## config.mk

```make
export PLATFORM = sky130hd
export DESIGN_NAME = pipe_hazard_ctrl
export DESIGN_NICKNAME = d
export VERILOG_FILES = /design/src/rtl/pipe_hazard_ctrl.sv
export SDC_FILE = /design/constraint.sdc
export NUM_CORES = 1
export LEC_CHECK = 0
export BUFFER_PORTS_ARGS = -buffer_cell sky130_fd_sc_hd__buf_2
export CAP_MARGIN = 10
export CORE_MARGIN = 4
export CORE_UTILIZATION = 55
export DETAILED_ROUTE_END_ITERATION = 8
export PLACE_DENSITY = 0.8
export SYNTH_ARGS = -nofsm -noshare
export SYNTH_HDL_FRONTEND = slang
export SYNTH_SLANG_ARGS = --single-unit
```

## constraint.sdc

```tcl
create_clock -name clk -period 2.86 [get_ports clk]
set_input_delay 0.572 -clock clk [delete_from_list [all_inputs] [get_ports clk]]
set_output_delay 0.572 -clock clk [all_outputs]
set_load 0.02 [all_outputs]
```

## src/rtl/pipe_hazard_ctrl.sv

```systemverilog
// Hazard/sequencing controller for a 5-stage RV32I pipe without forwarding.
// Shadows the E/M slots to drive stall/flush controls, PC redirect and wait supervision.
module pipe_hazard_ctrl #(
  parameter int unsigned MEM_TIMEOUT = 64,
  parameter int unsigned CNT_W       = 16
) (
  input  logic             clk,
  input  logic             reset,
  input  logic             d_valid,
  input  logic [4:0]       d_rs1,
  input  logic             d_rs1_used,
  input  logic [4:0]       d_rs2,
  input  logic             d_rs2_used,
  input  logic [4:0]       d_rd,
  input  logic             d_rd_we,
  input  logic             d_is_branch,
  input  logic             d_is_jump,
  input  logic             d_is_mem,
  input  logic             e_cond,
  input  logic             m_mem_ready,
  output logic             stall_F,
  output logic             stall_D,
  output logic             stall_E,
  output logic             stall_M,
  output logic             stall_WB,
  output logic             flush_F,
  output logic             flush_D,
  output logic             flush_E,
  output logic             flush_M,
  output logic             flush_WB,
  output logic             pc_redirect,
  output logic             mem_timeout,
  output logic [CNT_W-1:0] stall_cnt
);

  localparam int unsigned WAIT_W = 16;

  logic             e_v_q, e_we_q, e_br_q, e_jmp_q, e_mem_q;
  logic             e_v_d, e_we_d, e_br_d, e_jmp_d, e_mem_d;
  logic [4:0]       e_rd_q, e_rd_d;
  logic             m_v_q, m_we_q, m_taken_q, m_mem_q;
  logic             m_v_d, m_we_d, m_taken_d, m_mem_d;
  logic [4:0]       m_rd_q, m_rd_d;
  logic [WAIT_W-1:0] wait_cnt_q, wait_cnt_d;
  logic             mem_timeout_q, mem_timeout_d;
  logic [CNT_W-1:0] stall_cnt_q, stall_cnt_d;

  logic memwait, redir, raw, rs1_hit, rs2_hit, e_taken;

  // A WB-stage writer is deliberately absent: the regfile writes it on the falling edge.
  assign rs1_hit = d_rs1_used && (d_rs1 != 5'd0) &&
                   ((e_v_q && e_we_q && (e_rd_q == d_rs1)) ||
                    (m_v_q && m_we_q && (m_rd_q == d_rs1)));
  assign rs2_hit = d_rs2_used && (d_rs2 != 5'd0) &&
                   ((e_v_q && e_we_q && (e_rd_q == d_rs2)) ||
                    (m_v_q && m_we_q && (m_rd_q == d_rs2)));

  assign memwait = m_v_q && m_mem_q && !m_mem_ready;
  assign redir   = m_v_q && m_taken_q;
  assign raw     = d_valid && (rs1_hit || rs2_hit);
  assign e_taken = e_v_q && ((e_br_q && e_cond) || e_jmp_q);

  always_comb begin
    stall_F     = 1'b0;
    stall_D     = 1'b0;
    stall_E     = 1'b0;
    stall_M     = 1'b0;
    stall_WB    = 1'b0;
    flush_F     = 1'b0;
    flush_D     = 1'b0;
    flush_E     = 1'b0;
    flush_M     = 1'b0;
    flush_WB    = 1'b0;
    pc_redirect = 1'b0;
    if (memwait) begin
      stall_F  = 1'b1;
      stall_D  = 1'b1;
      stall_E  = 1'b1;
      stall_M  = 1'b1;
      flush_WB = 1'b1;
    end else if (redir) begin
      pc_redirect = 1'b1;
      flush_D     = 1'b1;
      flush_E     = 1'b1;
      flush_M     = 1'b1;
    end else if (raw) begin
      stall_F = 1'b1;
      stall_D = 1'b1;
      flush_E = 1'b1;
    end
  end

  // Shadow slots mirror exactly what the datapath stage registers do this edge.
  always_comb begin
    e_v_d   = e_v_q;
    e_rd_d  = e_rd_q;
    e_we_d  = e_we_q;
    e_br_d  = e_br_q;
    e_jmp_d = e_jmp_q;
    e_mem_d = e_mem_q;
    if (!stall_E) begin
      if (flush_E) begin
        e_v_d = 1'b0;
      end else begin
        e_v_d   = d_valid;
        e_rd_d  = d_rd;
        e_we_d  = d_rd_we;
        e_br_d  = d_is_branch;
        e_jmp_d = d_is_jump;
        e_mem_d = d_is_mem;
      end
    end

    m_v_d     = m_v_q;
    m_rd_d    = m_rd_q;
    m_we_d    = m_we_q;
    m_taken_d = m_taken_q;
    m_mem_d   = m_mem_q;
    if (!stall_M) begin
      if (flush_M) begin
        m_v_d = 1'b0;
      end else begin
        m_v_d     = e_v_q;
        m_rd_d    = e_rd_q;
        m_we_d    = e_we_q;
        m_taken_d = e_taken;
        m_mem_d   = e_mem_q;
      end
    end
  end

  always_comb begin
    wait_cnt_d = '0;
    if (memwait) begin
      wait_cnt_d = (wait_cnt_q != {WAIT_W{1'b1}}) ? wait_cnt_q + WAIT_W'(1) : wait_cnt_q;
    end
    mem_timeout_d = mem_timeout_q ||
                    (memwait && (wait_cnt_q == WAIT_W'(MEM_TIMEOUT - 1)));
    stall_cnt_d = stall_cnt_q;
    if (stall_F && (stall_cnt_q != {CNT_W{1'b1}})) begin
      stall_cnt_d = stall_cnt_q + CNT_W'(1);
    end
  end

  always_ff @(posedge clk or negedge reset) begin
    if (!reset) begin
      e_v_q         <= 1'b0;
      e_rd_q        <= 5'd0;
      e_we_q        <= 1'b0;
      e_br_q        <= 1'b0;
      e_jmp_q       <= 1'b0;
      e_mem_q       <= 1'b0;
      m_v_q         <= 1'b0;
      m_rd_q        <= 5'd0;
      m_we_q        <= 1'b0;
      m_taken_q     <= 1'b0;
      m_mem_q       <= 1'b0;
      wait_cnt_q    <= '0;
      mem_timeout_q <= 1'b0;
      stall_cnt_q   <= '0;
    end else begin
      e_v_q         <= e_v_d;
      e_rd_q        <= e_rd_d;
      e_we_q        <= e_we_d;
      e_br_q        <= e_br_d;
      e_jmp_q       <= e_jmp_d;
      e_mem_q       <= e_mem_d;
      m_v_q         <= m_v_d;
      m_rd_q        <= m_rd_d;
      m_we_q        <= m_we_d;
      m_taken_q     <= m_taken_d;
      m_mem_q       <= m_mem_d;
      wait_cnt_q    <= wait_cnt_d;
      mem_timeout_q <= mem_timeout_d;
      stall_cnt_q   <= stall_cnt_d;
    end
  end

  assign mem_timeout = mem_timeout_q;
  assign stall_cnt   = stall_cnt_q;

endmodule

```

==> impl_metrics.sql, run 1 <==
INSERT INTO impl_metrics (metric_group, metric, value, unit) VALUES
('outcome', 'result_of_the_run', 'finished, final reports clean', ''),
('clock_network', 'clock_sink_count', '52', ''),
('floorplan', 'initial_core_util', '57.5', '%'),
('timing', 'worst_clock_skew', '0.00596', 'ns'),
('placed_design', 'post-dp-hpwl', '4110', 'um'),
('routing', 'detail_route.vias_per_cell', '5.48', ''),
('synth', 'postSynthCellCount', '257', ''),
('placed_design', 'place_congestion', '0.864', ''),
('clock_network', 'cts_tree', 'done', ''),
('cells_and_area', 'n_antenna_cell', '0', ''),
('cells_and_area', 'design_area', '0.00318', 'mm^2'),
('synth', 'synthesis.area_per_instance', '10.7', 'um^2'),
('setup_path', 'required', '2.29', 'ns'),
('synth', 'adder_cell_share_of_the_synthesized_area', '0.909', '%'),
('clock_network', 'post_cts_resized', '0', ''),
('cells_and_area', 'final_layout_size_suffix_gt1_share', '26.5', '%'),
('synth', 'synth_cell_types', '41', ''),
('setup_path', 'reg2reg_to', 'stall_cnt[12]', ''),
('timing', 'worst_slew_pin_slew', '0.652', 'ns'),
('clock_network', 'cts.clk_slew.worst_paths', '0.09', 'ns'),
('synth', 'ys_seq_elements', '52', ''),
('timing', 'setup_viol_count_final', '0', ''),
('placed_design', 'cell_count_after_placement', '372', ''),
('floorplan', 'core_area', '0.00479', 'mm^2'),
('power_and_ir_drop', 'cellLeakagePower', '0.00152', 'uW'),
('synth', 'async_reset_ff_share', '100', '%'),
('synth', 'post_synth_and_or_nand_nor_area_fraction', '20.6', '%'),
('synth', 'synth.mux.area_fraction', '7.72', '%'),
('setup_path', 'critPathBufInv', '3', ''),
('routing', 'drt_first_pass_iters', '4', ''),
('global_routing', 'antenna_found_initial', '0', ''),
('floorplan', 'die-area', '0.00620', 'mm^2'),
('cells_and_area', 'most-common-layout-cells', '52 x dfrtp_1, 51 x buf_2, 38 x xor2_1', ''),
('setup_path', 'critical_path_peak_fanout', '6', ''),
('synth', 'synth-edff-count', '0', ''),
('floorplan', 'die_h', '78.8', 'um'),
('setup_path', 'r2r_cells', '8', ''),
('clock_network', 'cts_max_path_buffers', '2', ''),
('global_routing', 'grt_use_total', '19.3', '%'),
('job', 'max_cap_violation_count', '0', ''),
('timing', 'timing.final.max_slew_violations', '0', ''),
('timing', 'final.min_clock_period', '2.73', 'ns'),
('timing', 'hold_slack', '0.375', 'ns'),
('cells_and_area', 'layout.cells.most_common', 'dfrtp_1', ''),
('synth', 'dominant_combinational_cell_family_by_area_after_synthesis', 'simple AND/OR/NAND/NOR gates', ''),
('cells_and_area', 'syn_to_final_growth', '15.5', '%'),
('setup_path', 'arrival_time_reported_for_the_critical_path_endpoint', '2.16', 'ns'),
('synth', 'synth_xor_area_share', '14.3', '%'),
('timing', 'clock.fmax', '0.366', 'GHz'),
('routing', 'drcViolationCount', '0', ''),
('global_routing', 'grt_start_max_net_pins', '53', ''),
('setup_path', 'reg2reg_setup_slack', '0.44', 'ns'),
('setup_path', 'timing.critical_path.mode_cell', 'buf_2', ''),
('timing', 'fin_tns_setup', '0', 'ns'),
('global_routing', 'grt_first_pass_wirelength', '9420', 'um'),
('timing', 'timing.final.crit_share', '95.6', '%'),
('setup_path', 'critical_path.slowest_cell', 'or4_1', ''),
('worst_hold_path', 'min-delay-path-class', 'in2async', ''),
('timing', 'max_transition_margin', '56.5', '%'),
('synth', 'synth_area', '0.00275', 'mm^2'),
('clock_network', 'holdBufCountCts', '0', ''),
('cells_and_area', 'fin_util', '66.5', '%'),
('timing', 'grt_setup_unrepaired', 'no', ''),
('global_routing', 'via_count_of_the_first_global_routing_pass', '2046', ''),
('global_routing', 'grt_remaining_overflow', '0', ''),
('clock_network', 'cts_made_buffers', '5', ''),
('setup_path', 'worstPathCellList', 'buf_2, or4_1, o21ai_1, o22ai_4, a31oi_4, inv_1, buf_2', ''),
('synth', 'sequential_to_total_area_share_from_yosys_stat', '47.3', '%'),
('synth', 'synth_compound_gate_area_share', '5.59', '%'),
('routing', 'detail-route-antenna-nets', '0', ''),
('routing', 'drt_first_iter_violations', '113', '');
-- flip-flops by register name (all words and copies together), names as in the netlist, 5 cells and up --
signal and count:
wait_cnt_q 16, m_rd_q 5, stall_cnt 16, e_rd_q 5
-- synth_stat cells, drive strengths merged, types with 3 or more instances --
cell   instances  area, um^2
a21oi          3        26.3
a31oi          3        33.8
and3           8        50.1
buf            9        68.8
dfrtp         52        1300
inv            5        18.8
mux2          18         203
nand2         23        86.3
nand3         13        65.1
nand4          3        18.8
nor2          29         109
nor3           6        30.0
nor4          12         119
nor4b          4        47.6
o21ai          5        25.0
xnor2          7        61.3
xor2          38         333
-- report_power, final --
part	leakage [uW]	switching, uW	internal, uW	total (uW)
clock network	0.0000552	235	260	495
registers	0.000665	163	902	1070
logic	0.000803	452	339	791
-- final cells by class --
cell class / count / area (um^2)
clock buffer: 6 / 72.6
clock inverter: 2 / 35.0
fill: 390 / 1600
inverter: 6 / 22.5
multi-input combinational: 190 / 1370
sequential: 52 / 1300
tap: 67 / 83.8
timing repair buffer: 57 / 300
-- worst max-delay path by stage --
stage | startpoint | to | cells after the start
2_1_floorplan | d_rs1[1] | stall_F | 7
3_5_place_dp | d_rs1[1] | stall_D | 7
3_3_place_gp | d_rs1[1] | stall_F | 7
6_report | d_rs1[1] | stall_D | 7
4_1_cts | d_rs2[1] | stall_D | 7
5_1_grt | m_rd_q[0] | flush_E | 7
-- cell families (layout without fill, tap and decap cells) --
family,Yosys count,after routing
buf+inv,16,71
compound gates,18,18
mux,19,19
fa+ha+maj,2,2
other cells,1,2
simple gates,104,104
flops,52,52
xor+xnor,45,45
-- per-layer routing --
| metal | part of all wire (%) | vias up | routed length, um | track usage (%) |
|---|---|---|---|---|
| li1 | - | 992 | - | - |
| met1 | 44 | 1019 | 2410 | 25.0 |
| met2 | 49 | 64 | 2710 | 31.8 |
| met3 | 5.7 | 8 | 314 | 4.76 |
| met4 | 1.3 | 0 | 73 | 6.12 |
| met5 | 0 | - | 0 | 0 |
-- per-stage QoR --
stage	worst slack (ns)	total power (uW)
after floorplan	0.118	1650
after global placement	0.202	1840
after detailed placement	0.134	1880
after CTS	0.114	2370
after global routing	0.00188	2500
final	0.126	2350
Note: power is estimated with default switching activity, not from simulation.
==> inputs of run 2 (changes only) <==
--- a/config.mk
+++ b/config.mk
@@ -8,9 +8,9 @@
 export BUFFER_PORTS_ARGS = -buffer_cell sky130_fd_sc_hd__buf_2
 export CAP_MARGIN = 10
 export CORE_MARGIN = 4
-export CORE_UTILIZATION = 55
+export CORE_UTILIZATION = 45
 export DETAILED_ROUTE_END_ITERATION = 8
-export PLACE_DENSITY = 0.8
+export PLACE_DENSITY = 0.67
 export SYNTH_ARGS = -nofsm -noshare
 export SYNTH_HDL_FRONTEND = slang
 export SYNTH_SLANG_ARGS = --single-unit
==> impl_metrics.sql, run 2 (same netlist as run 1, synthesis figures left out) <==
INSERT INTO impl_metrics (metric_group, metric, value, unit) VALUES
('outcome', 'result_of_the_run', 'finished, final reports clean', ''),
('timing', 'final.min_clock_period', '2.68', 'ns'),
('floorplan', 'placement_rows', '28', ''),
('global_routing', 'grt_start_max_net_pins', '27', ''),
('routing', 'vias', '1983', ''),
('setup_path', 'critical_path_peak_fanout', '5', ''),
('timing', 'grt_setup_unrepaired', 'no', ''),
('timing', 'timing.final.max_slew_violations', '0', ''),
('setup_path', 'critical-path-max-stage-delay', '0.51', 'ns'),
('floorplan', 'io_pins', '54', ''),
('routing', 'drt_first_iter_violations', '114', ''),
('timing', 'hold_slack', '0.151', 'ns'),
('setup_path', 'critical_path.slowest_cell', 'or4_1', ''),
('clock_network', 'clock-root-buffer', 'clkbuf_8', ''),
('placed_design', 'place.port_buffers', '51', ''),
('setup_path', 'worstPathCellList', 'buf_2, or4_1, o21ai_1, o22ai_4, a31oi_4, inv_1, buf_2', ''),
('cells_and_area', 'final_layout_size_suffix_gt1_share', '26.6', '%'),
('timing', 'hold_viol', '0', ''),
('placed_design', 'place_congestion', '0.886', ''),
('timing', 'clock.fmax', '0.373', 'GHz'),
('floorplan', 'die_h', '86.2', 'um'),
('routing', 'detail-route-antenna-nets', '0', ''),
('timing', 'fin_tns_setup', '0', 'ns'),
('routing', 'detail_route.vias_per_cell', '5.12', ''),
('clock_network', 'cts_made_buffers', '5', ''),
('timing', 'worst_clock_skew', '0.00551', 'ns'),
('worst_hold_path', 'min-delay-path-class', 'in2async', ''),
('placed_design', 'dpl-instance-area', '0.00308', 'mm^2'),
('cells_and_area', 'layout.cells.most_common', 'dfrtp_1', ''),
('floorplan', 'core_area', '0.00592', 'mm^2'),
('placed_design', 'post-dp-hpwl', '4130', 'um'),
('global_routing', 'antenna_found_initial', '0', ''),
('floorplan', 'die-area', '0.00744', 'mm^2'),
('global_routing', 'via_count_of_the_first_global_routing_pass', '1945', ''),
('setup_path', 'timing.critical_path.mode_cell', 'buf_2', ''),
('floorplan', 'initial_core_util', '46.5', '%'),
('global_routing', 'grt_use_total', '15.3', '%'),
('clock_network', 'cts_htree_levels', '2', ''),
('routing', 'drt_first_pass_iters', '4', ''),
('routing', 'drcViolationCount', '0', ''),
('global_routing', 'grt_remaining_overflow', '0', ''),
('setup_path', 'required', '2.29', 'ns'),
('clock_network', 'cts_max_path_buffers', '2', ''),
('clock_network', 'clk-insertion-delay-late', '0.30', 'ns'),
('power_and_ir_drop', 'worst_vdd_drop', '0.426', 'mV'),
('cells_and_area', 'design_area', '0.00319', 'mm^2'),
('cells_and_area', 'most-common-layout-cells', '52 x dfrtp_1, 51 x buf_2, 38 x xor2_1', ''),
('timing', 'timing.final.crit_share', '93.6', '%'),
('power_and_ir_drop', 'power_density', '733', 'mW/mm^2'),
('timing', 'setup_viol_count_final', '0', ''),
('clock_network', 'cts.clk_slew.worst_paths', '0.09', 'ns'),
('clock_network', 'post-cts-setup-buffer-count', '0', ''),
('setup_path', 'timing_worst_setup_path_type', 'in2out', ''),
('setup_path', 'endpoint_kind_of_the_worst_setup_timing_path', 'primary output', ''),
('cells_and_area', 'num-nets-final', '339', ''),
('cells_and_area', 'syn_to_final_growth', '15.8', '%'),
('clock_network', 'cts_tree', 'done', ''),
('clock_network', 'post_cts_resized', '0', ''),
('routing', 'drt-wirelength-per-cell', '13.8', 'um'),
('job', 'max_cap_violation_count', '0', ''),
('setup_path', 'arrival_time_reported_for_the_critical_path_endpoint', '2.11', 'ns'),
('clock_network', 'holdBufCountCts', '0', ''),
('power_and_ir_drop', 'cellLeakagePower', '0.00152', 'uW'),
('routing', 'totalWireLength', '5360', 'um'),
('cells_and_area', 'n_antenna_cell', '0', ''),
('global_routing', 'grt_first_pass_wirelength', '9220', 'um'),
('floorplan', 'floorplan_die_width', '86.2', 'um'),
('power_and_ir_drop', 'power.total', '2340', 'uW'),
('cells_and_area', 'fill_cells', '546', ''),
('setup_path', 'timing.critical_path.from_type', 'input pin', ''),
('clock_network', 'clock_sink_count', '52', '');
-- run 2: critical path, delay by kind of cell --
kind	cells	cell delay, ns
compound gates	3	0.66
simple gates	1	0.51
buf+inv	3	0.36
-- run 2: report_power, final --
part	internal, uW	switching (uW)	leakage (uW)	total, uW
logic	334	443	0.000798	776
registers	902	159	0.000665	1060
clock network	259	242	0.0000541	501
total	1490	843	0.00152	2340
-- run 2: area by class of cell --
| class | instances | area [um^2] | area share, % |
|---|---|---|---|
| inverters | 6 | 22.5 | 0.706 |
| multi-input cells | 190 | 1370 | 42.9 |
| flip-flops and latches | 52 | 1300 | 40.8 |
| clock inverters | 3 | 42.5 | 1.33 |
| repair buffers | 56 | 293 | 9.18 |
| well taps | 75 | 93.8 | 2.94 |
| clock buffers | 5 | 68.8 | 2.16 |
-- run 2: worst paths after layout --
check / from / endpoint / slack (ns) / depth (start not counted)
min in group clk: mem_timeout / mem_timeout / 0.48 / 2
min: reset / e_br_q / 0.15 / 1
max reg2reg: e_rd_q[0] / stall_cnt[12] / 0.48 / 8
max in group asynchronous: reset / m_rd_q[3] / 2.07 / 2
max: d_rs1[1] / stall_D / 0.18 / 7
min reg2reg: mem_timeout / mem_timeout / 0.48 / 2
-- run 2: stage by stage --
step / instances / util [%] / worst slack [ns]
6_report: 387 / 53.8 / 0.182
5_1_grt: 387 / 53.8 / 0.0443
4_1_cts: 387 / 53.8 / 0.169
3_5_place_dp: 379 / 52.0 / 0.168
3_3_place_gp: 379 / 52.0 / 0.195
2_1_floorplan: 258 / - / 0.118
-- run 2: per-layer routing --
metal	up-vias	share of wire, %	wire length [um]	GRT usage, %
met3	2	4.9	265	3.61
li1	984	-	-	-
met1	954	47	2500	21.0
met5	-	0	0	0
met4	0	0.35	19	3.40
met2	43	48	2580	24.9
